## config.mk

```make
export PLATFORM = sky130hd
export DESIGN_NAME = render_state_sequencer
export DESIGN_NICKNAME = d
export VERILOG_FILES = /design/src/rtl/render_state_sequencer.sv
export SDC_FILE = /design/constraint.sdc
export NUM_CORES = 1
export LEC_CHECK = 0
export BUFFER_PORTS_ARGS = -buffer_cell sky130_fd_sc_hd__buf_2
export CAP_MARGIN = 20
export CELL_PAD_IN_SITES_DETAIL_PLACEMENT = 1
export CELL_PAD_IN_SITES_GLOBAL_PLACEMENT = 1
export CORE_MARGIN = 8
export CORE_UTILIZATION = 36
export CTS_CLUSTER_DIAMETER = 40
export DETAILED_ROUTE_END_ITERATION = 8
export HOLD_SLACK_MARGIN = 0.08
export PLACE_DENSITY = 0.89
export SYNTH_ARGS = -nofsm -noshare
export SYNTH_HDL_FRONTEND = slang
export SYNTH_SLANG_ARGS = --single-unit
```

## constraint.sdc

```tcl
create_clock -name i_clk -period 2 [get_ports i_clk]
set_input_delay 0.2 -clock i_clk [delete_from_list [all_inputs] [get_ports i_clk]]
set_output_delay 0.2 -clock i_clk [all_outputs]
set_load 0.005 [all_outputs]
```

## src/rtl/render_state_sequencer.sv

```systemverilog
// Frame-synchronous game-state FSM and render-attribute snapshot.
// Every output is a register that only changes on the edge after an i_frame_start pulse.
module render_state_sequencer #(
  parameter int MAP_H_WIDTH        = 10,
  parameter int MAP_V_WIDTH        = 9,
  parameter int HP_WIDTH           = 4,
  parameter int RESULT_HOLD_FRAMES = 120,
  parameter int FCNT_WIDTH         = 8
) (
  input  logic                          i_clk,
  input  logic                          i_rst_n,
  input  logic                          i_frame_start,
  input  logic                          i_start,
  input  logic signed [MAP_H_WIDTH-1:0] i_p1_x,
  input  logic signed [MAP_H_WIDTH-1:0] i_p2_x,
  input  logic signed [MAP_V_WIDTH-1:0] i_p1_y,
  input  logic signed [MAP_V_WIDTH-1:0] i_p2_y,
  input  logic        [HP_WIDTH-1:0]    i_p1_hp,
  input  logic        [HP_WIDTH-1:0]    i_p2_hp,
  input  logic                          i_p1_shield,
  input  logic                          i_p1_squat,
  input  logic                          i_p2_shield,
  input  logic                          i_p2_squat,
  input  logic signed [MAP_H_WIDTH-1:0] i_b1_x,
  input  logic signed [MAP_H_WIDTH-1:0] i_b2_x,
  input  logic signed [MAP_V_WIDTH-1:0] i_b1_y,
  input  logic signed [MAP_V_WIDTH-1:0] i_b2_y,
  input  logic                          i_b1_valid,
  input  logic                          i_b2_valid,
  output logic signed [MAP_H_WIDTH-1:0] o_p1_x,
  output logic signed [MAP_H_WIDTH-1:0] o_p2_x,
  output logic signed [MAP_V_WIDTH-1:0] o_p1_y,
  output logic signed [MAP_V_WIDTH-1:0] o_p2_y,
  output logic        [HP_WIDTH-1:0]    o_p1_hp,
  output logic        [HP_WIDTH-1:0]    o_p2_hp,
  output logic                          o_p1_shield,
  output logic                          o_p1_squat,
  output logic                          o_p2_shield,
  output logic                          o_p2_squat,
  output logic signed [MAP_H_WIDTH-1:0] o_b1_x,
  output logic signed [MAP_H_WIDTH-1:0] o_b2_x,
  output logic signed [MAP_V_WIDTH-1:0] o_b1_y,
  output logic signed [MAP_V_WIDTH-1:0] o_b2_y,
  output logic                          o_b1_valid,
  output logic                          o_b2_valid,
  output logic                          o_is_gaming,
  output logic        [1:0]             o_game_state,
  output logic                          o_round_start,
  output logic        [FCNT_WIDTH-1:0]  o_frame_cnt
);

  typedef enum logic [1:0] {
    ST_IDLE   = 2'b00,
    ST_GAMING = 2'b01,
    ST_WIN    = 2'b10,
    ST_LOSE   = 2'b11
  } state_e;

  state_e                state_q, state_d;
  logic                  start_q;
  logic                  start_pending_q;
  logic                  is_gaming_q;
  logic                  round_start_q;
  logic [FCNT_WIDTH-1:0] frame_cnt_q;
  logic                  start_rise;
  logic                  hold_done;

  assign start_rise = i_start & ~start_q;
  assign hold_done  = (frame_cnt_q >= FCNT_WIDTH'(RESULT_HOLD_FRAMES));

  // Next state as it would be committed if this cycle carries the frame pulse.
  always_comb begin
    state_d = state_q;
    case (state_q)
      ST_IDLE: begin
        if (start_pending_q || start_rise) state_d = ST_GAMING;
        else                               state_d = ST_IDLE;
      end
      ST_GAMING: begin
        if (i_p1_hp == '0)      state_d = ST_LOSE;
        else if (i_p2_hp == '0) state_d = ST_WIN;
        else                    state_d = ST_GAMING;
      end
      ST_WIN, ST_LOSE: begin
        if (hold_done && (start_rise || i_start)) state_d = ST_IDLE;
        else                                      state_d = state_q;
      end
      default: state_d = ST_IDLE;
    endcase
  end

  // FSM, frame counter and snapshot registers; all commits gated by the frame pulse.
  always_ff @(posedge i_clk or negedge i_rst_n) begin
    if (!i_rst_n) begin
      state_q         <= ST_IDLE;
      start_q         <= 1'b0;
      start_pending_q <= 1'b0;
      is_gaming_q     <= 1'b0;
      round_start_q   <= 1'b0;
      frame_cnt_q     <= '0;
      o_p1_x          <= '0;
      o_p2_x          <= '0;
      o_p1_y          <= '0;
      o_p2_y          <= '0;
      o_p1_hp         <= '0;
      o_p2_hp         <= '0;
      o_p1_shield     <= 1'b0;
      o_p1_squat      <= 1'b0;
      o_p2_shield     <= 1'b0;
      o_p2_squat      <= 1'b0;
      o_b1_x          <= '0;
      o_b2_x          <= '0;
      o_b1_y          <= '0;
      o_b2_y          <= '0;
      o_b1_valid      <= 1'b0;
      o_b2_valid      <= 1'b0;
    end else begin
      start_q       <= i_start;
      round_start_q <= 1'b0;
      if (i_frame_start) begin
        state_q         <= state_d;
        is_gaming_q     <= (state_d == ST_GAMING);
        round_start_q   <= (state_q == ST_IDLE) && (state_d == ST_GAMING);
        start_pending_q <= 1'b0;
        if (state_d != state_q)  frame_cnt_q <= '0;
        else if (!(&frame_cnt_q)) frame_cnt_q <= frame_cnt_q + FCNT_WIDTH'(1);
        else                      frame_cnt_q <= frame_cnt_q;
        o_p1_x      <= i_p1_x;
        o_p2_x      <= i_p2_x;
        o_p1_y      <= i_p1_y;
        o_p2_y      <= i_p2_y;
        o_p1_hp     <= i_p1_hp;
        o_p2_hp     <= i_p2_hp;
        o_p1_shield <= i_p1_shield;
        o_p1_squat  <= i_p1_squat;
        o_p2_shield <= i_p2_shield;
        o_p2_squat  <= i_p2_squat;
        o_b1_x      <= i_b1_x;
        o_b2_x      <= i_b2_x;
        o_b1_y      <= i_b1_y;
        o_b2_y      <= i_b2_y;
        // Bullets are hidden on any frame that does not end up in a round.
        o_b1_valid  <= i_b1_valid & (state_d == ST_GAMING);
        o_b2_valid  <= i_b2_valid & (state_d == ST_GAMING);
      end else if ((state_q == ST_IDLE) && start_rise) begin
        start_pending_q <= 1'b1;
      end else begin
        start_pending_q <= start_pending_q;
      end
    end
  end

  assign o_game_state  = state_q;
  assign o_is_gaming   = is_gaming_q;
  assign o_round_start = round_start_q;
  assign o_frame_cnt   = frame_cnt_q;

endmodule

```

==> results of run 1 <==
## sequential cells by signal, indices dropped and copies added (netlist names), 2 cells and up
name and count:
o_b2_x 10, o_p2_hp 4, o_frame_cnt 8, o_p1_hp 4
o_b2_y 9, o_b1_y 9, o_p2_x 10, o_game_state 2
o_b1_x 10, o_p1_x 10, o_p2_y 9, o_p1_y 9
## cells in the mapped netlist (3+ instances only)
cell type  number  area, um2
nand3_1         3      15.01
inv_1           5      18.77
nor2_1          7      26.28
mux2_2         88      991.0
o21ai_0         3      15.01
dfrtp_1       104       2603
a21oi_1         5      25.02
buf_2           7      35.03
nand2_1         5      18.77
clkbuf_1        3      11.26
## timing repair
action / CTS / global route
hold buffers: 25 / 1
buffers inserted: 0 / 0
endpoints found under the setup margin: 0 / 0
endpoints found under the hold margin: 49 / 1
## worst max-delay path, cell delays in order
cell and delay, ns:
dlygate4sd3_1 0.53, buf_2 0.16, nor2b_1 0.24, o22ai_1 0.19
a211oi_4 0.47, nor2_1 0.11
## power breakdown
| part | total [mW] | switching, mW | internal, mW |
|---|---|---|---|
| Clock | 1.93 | 0.764 | 1.16 |
| Sequential | 2.55 | 0.191 | 2.35 |
| Combinational | 1.01 | 0.473 | 0.541 |
## cell families (layout without fill, tap and decap cells)
group	after synthesis	in the layout	share of synthesized area
compound gates	25	25	0.04790
xor+xnor	1	1	0.002122
fa+ha+maj	2	2	0.006061
buf+inv	17	248	0.01849
flops	104	104	0.6305
mux	90	90	0.2449
simple gates	33	33	0.05002
## placed cells by master, fill, tap and decap left out, types with 2 or more instances in the layout
| master | Yosys | routed |
|---|---|---|
| mux2_2 | 88 | 88 |
| a21oi_1 | 5 | 5 |
| bufinv_16 | 0 | 2 |
| nand4_1 | 2 | 2 |
| nand3_1 | 3 | 3 |
| buf_2 | 7 | 193 |
| dlygate4sd3_1 | 0 | 26 |
| clkbuf_8 | 0 | 2 |
| nor3_1 | 2 | 2 |
| clkinv_2 | 0 | 2 |
| mux2i_1 | 2 | 2 |
| nor2_1 | 7 | 7 |
| o21ai_1 | 2 | 2 |
| a22o_1 | 2 | 2 |
| buf_4 | 1 | 6 |
| dfrtp_1 | 104 | 104 |
| a211oi_2 | 2 | 2 |
| o21ai_0 | 3 | 3 |
| clkbuf_16 | 0 | 9 |
| nand2_1 | 5 | 5 |
| or3_1 | 2 | 2 |
| ha_1 | 2 | 2 |
| inv_1 | 5 | 5 |
## per-layer routing
layer | GRT usage | share of wire | vias up
li1 | - | - | 1421
met1 | 0.1704 | 0.36 | 1556
met2 | 0.2844 | 0.51 | 126
met3 | 0.06941 | 0.11 | 23
met4 | 0.06922 | 0.023 | 2
met5 | 0 | 0.0011 | -
## worst max path at each step
stage,endpoint,slack [ns],cells after the start
finish,o_frame_cnt[7],0.30,6
global route,o_frame_cnt[3],0.14,5
CTS,o_frame_cnt[7],0.30,6
detailed placement,o_frame_cnt[7],0.19,5
global placement,o_frame_cnt[5],0.30,5
floorplan,o_b1_valid,0.48,4
## layout make-up
type | instances | area share
well taps | 143 | 0.03045
multi-input cells | 151 | 0.2466
inverters | 6 | 0.003833
flip-flops and latches | 104 | 0.4429
clock buffers | 11 | 0.04302
repair buffers | 226 | 0.2198
clock inverters | 5 | 0.01342
==> flow_summary.ini, run 1 <==
[sta]
tns_ns = 0
maxSlewViolCount = 0
worst_slew_pin_slew_ns = 0.5867
worst_hold_slack_ns = 0.09177
setup-violations-final = 0
skew_ns = 0.0009911
rsz0062_at_grt = false
fin_crit_ns = 1.703
slew_headroom = 0.6088
post-route-period-util = 0.8514
fmax_mhz = 587.3
hold_violations = 0
setup_ws_ns = 0.2973

[finish]
instances_no_fill = 646
multi_input_area_um2 = 1449
fin_util = 0.5190
syn_to_final_growth_pct = 42.35
regArea_um2 = 2603
stdcell_area_um2 = 5876
antennaDiodeCount = 0
drive_above_1_share = 0.6203
fillCellCount = 1214
nNetsFinal = 594

[run_status]
outcome = finished, final reports clean

[floorplan]
io_pins = 196
initial_utilization = 0.3646
die_x_um = 123.1
num_rows = 39
coreArea_um2 = 11320
die-area_um2 = 15150
die_h_um = 123.1

[worst_setup_path]
required_ns = 2.20
start_kind = input pin
r2r_end = o_frame_cnt[3]
r2r_start = o_frame_cnt[1]
cp-end-kind = flip-flop
arrival_ns = 1.90
reg2reg_setup_slack_ns = 0.31
cp-startpoint = i_start
path_max_fanout = 7
crit_type = input pin to flip-flop
reg2regPathDepth = 5

[yosys]
synth-edff-count = 0
synth_cell_types = 44
avgSynthCellArea_um2 = 15.18
synth_nets = 368
ys_async_sr_fraction = 1.000
ys_ff_latch = 104
syn_inst = 272
synth_flop_cell = dfrtp_1
netlist_area_um2 = 4128
yosysWarnings = 0
seq_area_frac_synth = 0.6305

[drt]
vias = 3128
drcViolationCount = 0
avgRoutedWirePerCell_um = 19.05
ant_nets = 0
drt_pass1_iterations = 4
drt_iter0_markers = 83
vias_per_cell = 4.842
drt_wl_total_mm = 12.31

[global_route]
grt_start_max_net_pins = 54
antenna_found_initial = 1
first_global_vias = 3594
grt.total_usage = 0.1634
grt_pass1_wl_mm = 19.10
grt_overflow = 0

[pwr]
p_leak_nw = 2.829
p_total_mw = 5.487
p_per_area_nw_per_um2 = 933.8
peakVddDrop_v = 0.0004467

[clock_tree]
clock_latency_ns = 0.33
cts.sinks = 104
cts_root_buf = clkbuf_16
clk_pin_slew_worst_paths_ns = 0.07
htreeDepth = 3
cts_tree = done
cts_buffers = 9
post_cts_resized = 0
clk_path_buf_depth = 2

[placement]
port_buffers = 195
hpwl_mm = 9.157
dp.cells = 604
dp_slack_ns = 0.1922
gp_congestion = 0.7673
placed_area_um2 = 5284

[worst_hold_path]
hold_start = i_p2_y[6]
holdPathStages = 2
hold_end = o_p2_y[6]
hp-class = input pin to flip-flop

[flow_run]
drv_cap = 0
(Power assumes the default switching activity.)
==> run 2: changes to the inputs <==
--- a/config.mk
+++ b/config.mk
@@ -19,2 +19,3 @@
 export SYNTH_HDL_FRONTEND = slang
 export SYNTH_SLANG_ARGS = --single-unit
+export TNS_END_PERCENT = 5
==> constraint.sdc (replaced) <==
create_clock -name i_clk -period 2 [get_ports i_clk]
set_input_delay 0.1 -clock i_clk [delete_from_list [all_inputs] [get_ports i_clk]]
set_output_delay 0.1 -clock i_clk [all_outputs]
set_load 0.005 [all_outputs]
==> run 2 against run 1 <==
Flip-flop and latch count unchanged. Cell count up 11%. Sequential share of layout area down 4.5 points. Highest routed layer is now met4. Non-clock buffer count up 65. Largest power group unchanged. Sequential power about the same. Clock skew up 0.0030 ns. Critical path type unchanged. Largest cell class unchanged. Global-route usage up 2.9 points. Critical endpoint is now o_frame_cnt[1]. Combinational power up 14%.
==> flow_summary.ini, run 2 (synthesis results as in run 1) <==
[run_status]
outcome = finished, final reports clean

[worst_hold_path]
hold_start = i_frame_start
holdPathStages = 3
hold_end = start_pending_q
hp-class = input pin to flip-flop

[clock_tree]
cts_buffers = 9
cts.sinks = 104
clk_pin_slew_worst_paths_ns = 0.06
postCtsHoldBufs = 92
clk_path_buf_depth = 2
cts_setup_buffers = 0
cts_root_buf = clkbuf_16
post_cts_resized = 0
cts_tree = done
htreeDepth = 3
clock_latency_ns = 0.34

[finish]
multi_input_area_um2 = 1449
drive_above_1_share = 0.5475
syn_to_final_growth_pct = 58.41
regArea_um2 = 2603
fillCellCount = 1160
fin_util = 0.5776
final_common_cell = buf_2
nNetsFinal = 659
layout_common_cells = buf_2, dfrtp_1, dlygate4sd3_1

[pwr]
p_leak_nw = 3.086
p_per_area_nw_per_um2 = 853.0
p_total_mw = 5.578
peakVddDrop_v = 0.0004920

[worst_setup_path]
reg2regPathDepth = 5
cpPeakStageDelay_ns = 0.56
cpMaxStageDelayCell = dlygate4sd3_1
crit_type = input pin to flip-flop
arrival_ns = 1.99
cp_top_family = buffers and inverters
r2r_start = o_frame_cnt[1]
crit_chain = dlygate4sd3_1 > buf_2 > nor4_1 > o22ai_1 > a211oi_4 > nor2_1
cp-end-kind = flip-flop
r2r_end = o_frame_cnt[3]
cp.buffers_inverters = 2
path_max_fanout = 7
start_kind = input pin
reg2reg_setup_slack_ns = 0.32
required_ns = 2.20

[sta]
maxSlewViolCount = 0
post-route-period-util = 0.8939
fin_crit_ns = 1.788
slew_headroom = 0.6257
rsz0062_at_grt = false
skew_ns = 0.003964
hold_violations = 0
tns_ns = 0
setup-violations-final = 0
worst_slew_pin_slew_ns = 0.5614
fmax_mhz = 559.3
setup_ws_ns = 0.2122

[global_route]
grt_overflow = 0
grt_pass1_wl_mm = 22.25
grt_start_max_net_pins = 62
antenna_found_initial = 3
first_global_vias = 4061
grt.total_usage = 0.1928

[placement]
gp_congestion = 0.7897
hpwl_mm = 9.203
port_buffers = 195
dp_slack_ns = 0.3146

[drt]
drcViolationCount = 0
ant_nets = 0
vias_per_cell = 4.852
drt_wl_total_mm = 14.58
drt_pass1_iterations = 4
drt_iter0_markers = 88
vias = 3464
avgRoutedWirePerCell_um = 20.42

[flow_run]
drv_cap = 0

[floorplan]
initial_utilization = 0.3646
io_pins = 196
coreArea_um2 = 11320
num_rows = 39
die_h_um = 123.1
die-area_um2 = 15150
die_x_um = 123.1
## run 2: changes by cell type in the layout (fill, tap and decap cells not counted), moves of 2 or more
cell,delta
clkinvlp_4,+3
buf_4,-2
clkbuf_8,-2
dlygate4sd3_1,+66
diode_2,+3
## run 2: through the flow
step / cells / instance area, um2 / hold slack (ns)
final: 714 / 6539 / 0.2678
after CTS: 711 / 6531 / 0.2516
after detailed placement: 603 / 5289 / 0.1285
after floorplan: 272 / 4128 / -0.1956
after global routing: 714 / 6539 / 0.2972
after global placement: 603 / 5289 / 0.1161
## run 2: tightest hold or removal path: cells and delay by family
family	cells	cell delay, ns
simple gates	1	0.13
buf+inv	2	0.31
## run 2: area by class of cell
type                            count  area share
Sequential cell                   104      0.3980
Clock buffer                        9     0.03444
Multi-Input combinational cell    151      0.2216
Tap cell                          143     0.02736
Clock inverter                      7     0.01473
Antenna cell                        3    0.001148
Timing Repair Buffer              291      0.2993
Inverter                            6    0.003444
## run 2: how the worst max path moves through the flow
stage | start | endpoint | slack [ns] | cells after the start
2_1_floorplan | o_game_state[1] | o_b1_valid | 0.48 | 4
3_3_place_gp | i_p1_hp[1] | o_frame_cnt[5] | 0.41 | 5
3_5_place_dp | o_frame_cnt[1] | o_frame_cnt[3] | 0.31 | 5
4_1_cts | i_p1_hp[1] | o_frame_cnt[1] | 0.16 | 6
5_1_grt | o_frame_cnt[1] | o_frame_cnt[3] | 0.15 | 5
6_report | i_p1_hp[1] | o_frame_cnt[1] | 0.21 | 6
## run 2: report_power, final
group          switching [mW]  internal (mW)
logic                   0.516          0.629
registers               0.197           2.36
clock network           0.783           1.10
total                    1.50           4.08
## run 2: per-layer routing
| layer | GRT usage | routed length (um) | up-vias |
|---|---|---|---|
| li1 | - | - | 1558 |
| met1 | 0.1926 | 5227 | 1726 |
| met2 | 0.3578 | 7798 | 148 |
| met3 | 0.06027 | 1084 | 32 |
| met4 | 0.09029 | 468 | 0 |
| met5 | 0 | 0 | - |
==> run 3: changes to the inputs <==
CORE_UTILIZATION = 39   (was 36)
PLACE_DENSITY = 0.94   (was 0.89)
clock period = 2.1 ns   (was 2 ns; I/O delays follow)
==> run 3 against run 2 <==
Combinational power fell by 5%. Clock-buffer cell count rose by 3. Clock skew fell by 0.0028 ns. Die area fell by 6.7%. Sequential share of layout area rose by 0.94 points. Non-clock buffer count did not move. First-iteration DRC count rose by 28%. Wire length rose by 1.0%. Critical endpoint is now o_frame_cnt[7]. Highest routed layer unchanged.
==> flow_summary.ini, run 3 (synthesis results as in run 1) <==
[run_status]
outcome = finished, final reports clean

[finish]
nNetsFinal = 659
syn_to_final_growth_pct = 54.77
fin_util = 0.6188
instances_no_fill = 703
antennaDiodeCount = 0
stdcell_area_um2 = 6389
final_common_cell = buf_2
layout_common_cells = buf_2, dfrtp_1, dlygate4sd3_1
drive_above_1_share = 0.5432

[floorplan]
die-area_um2 = 14130
initial_utilization = 0.3998
num_rows = 37
die_h_um = 118.9
die_x_um = 118.9
io_pins = 196
coreArea_um2 = 10320

[placement]
dp.cells = 596
hpwl_mm = 9.084
placed_area_um2 = 5280
gp_congestion = 0.7909
port_buffers = 195
dp_slack_ns = 0.2985

[worst_setup_path]
cpPeakStageDelay_ns = 0.58
required_ns = 2.33
arrival_ns = 2.18
path_max_fanout = 7
crit_type = input pin to flip-flop
cp-end-kind = flip-flop
start_kind = input pin
cpMaxStageDelayCell = nor4_1
cp_top_family = compound AO/OA/AOI/OAI gates
crit_chain = dlygate4sd3_1 > buf_2 > nor4_1 > o22ai_1 > a211oi_4 > nor2_1
cp.buffers_inverters = 2

[sta]
skew_ns = 0.001152
tns_ns = 0
maxSlewViolCount = 0
setup_ws_ns = 0.1522
rsz0062_at_grt = false
setup-violations-final = 0
post-route-period-util = 0.9275
slew_headroom = 0.5696
fmax_mhz = 513.4
worst_hold_slack_ns = 0.2133
hold_violations = 0
fin_crit_ns = 1.948
worst_slew_pin_slew_ns = 0.6398

[pwr]
p_per_area_nw_per_um2 = 746.7
peakVddDrop_v = 0.0003306
p_leak_nw = 3.031
p_total_mw = 4.770

[clock_tree]
cts.sinks = 104
htreeDepth = 3
cts_root_buf = clkbuf_8
cts_setup_buffers = 0
clock_latency_ns = 0.36
cts_buffers = 9
clk_pin_slew_worst_paths_ns = 0.09
clk_path_buf_depth = 2
cts_tree = done

[global_route]
grt_overflow = 0
antenna_found_initial = 0
grt_pass1_wl_mm = 23.69
grt_start_max_net_pins = 58
first_global_vias = 4134
grt.total_usage = 0.2144

[drt]
drt_iter0_markers = 113
vias = 3431
drt_pass1_iterations = 4
drcViolationCount = 0
avgRoutedWirePerCell_um = 20.95
vias_per_cell = 4.881
drt_wl_total_mm = 14.73
ant_nets = 0

[flow_run]
drv_cap = 0

[worst_hold_path]
hp-class = input pin to flip-flop
==> run 3: layer usage <==
| layer | routed length, um | GRT usage | share of wire | up-vias |
|---|---|---|---|---|
| met5 | 0 | 0 | 0 | - |
| met4 | 429 | 0.09012 | 0.029 | 0 |
| met3 | 960 | 0.06330 | 0.065 | 30 |
| met2 | 8247 | 0.4087 | 0.56 | 132 |
| met1 | 5095 | 0.2111 | 0.35 | 1714 |
| li1 | - | - | - | 1555 |
==> run 3: path summary, 6_finish.rpt <==
| kind | from | end | slack (ns) | cells after the start |
|---|---|---|---|---|
| setup / recovery | i_p1_hp[1] | o_frame_cnt[7] | 0.15 | 6 |
| hold reg to reg | o_is_gaming | o_is_gaming | 0.50 | 1 |
| max in group asynchronous | i_rst_n | o_b1_x[1] | 1.13 | 3 |
| setup reg to reg | o_frame_cnt[1] | o_frame_cnt[3] | 0.38 | 5 |
| min in group asynchronous | i_rst_n | o_p1_hp[2] | 0.32 | 2 |
| hold / removal | i_frame_start | o_b2_y[8] | 0.21 | 2 |
==> run 3: layout make-up <==
cell class              instances  area, um2
fillers                      1048       3935
flip-flops and latches        104       2603
repair buffers                291       1957
multi-input cells             151       1449
well taps                     136      170.2
clock buffers                  12      145.1
clock inverters                 3      42.54
inverters                       6      22.52
==> run 3: worst register-to-register path, stage by stage, from the launching register on <==
cell	delay [ns]
dfrtp_1	0.44
ha_1	0.23
nand4_1	0.13
o21ai_1	0.48
o21a_1	0.21
a2bb2oi_1	0.16
==> run 3: what timing repair did <==
| item | 4_1_cts | 5_1_grt |
|---|---|---|
| endpoints found under the hold margin | 139 | 0 |
| endpoints found under the setup margin | 0 | 0 |
| gates resized for setup | 0 | 0 |
| hold buffers | 92 | 0 |
==> run 3: power breakdown <==
part           internal [mW]  switching, mW  total, mW  leakage [nW]
Clock                  0.578          0.657       1.24        0.0925
Sequential              2.24          0.201       2.44          1.24
Combinational          0.598          0.495       1.09          1.70
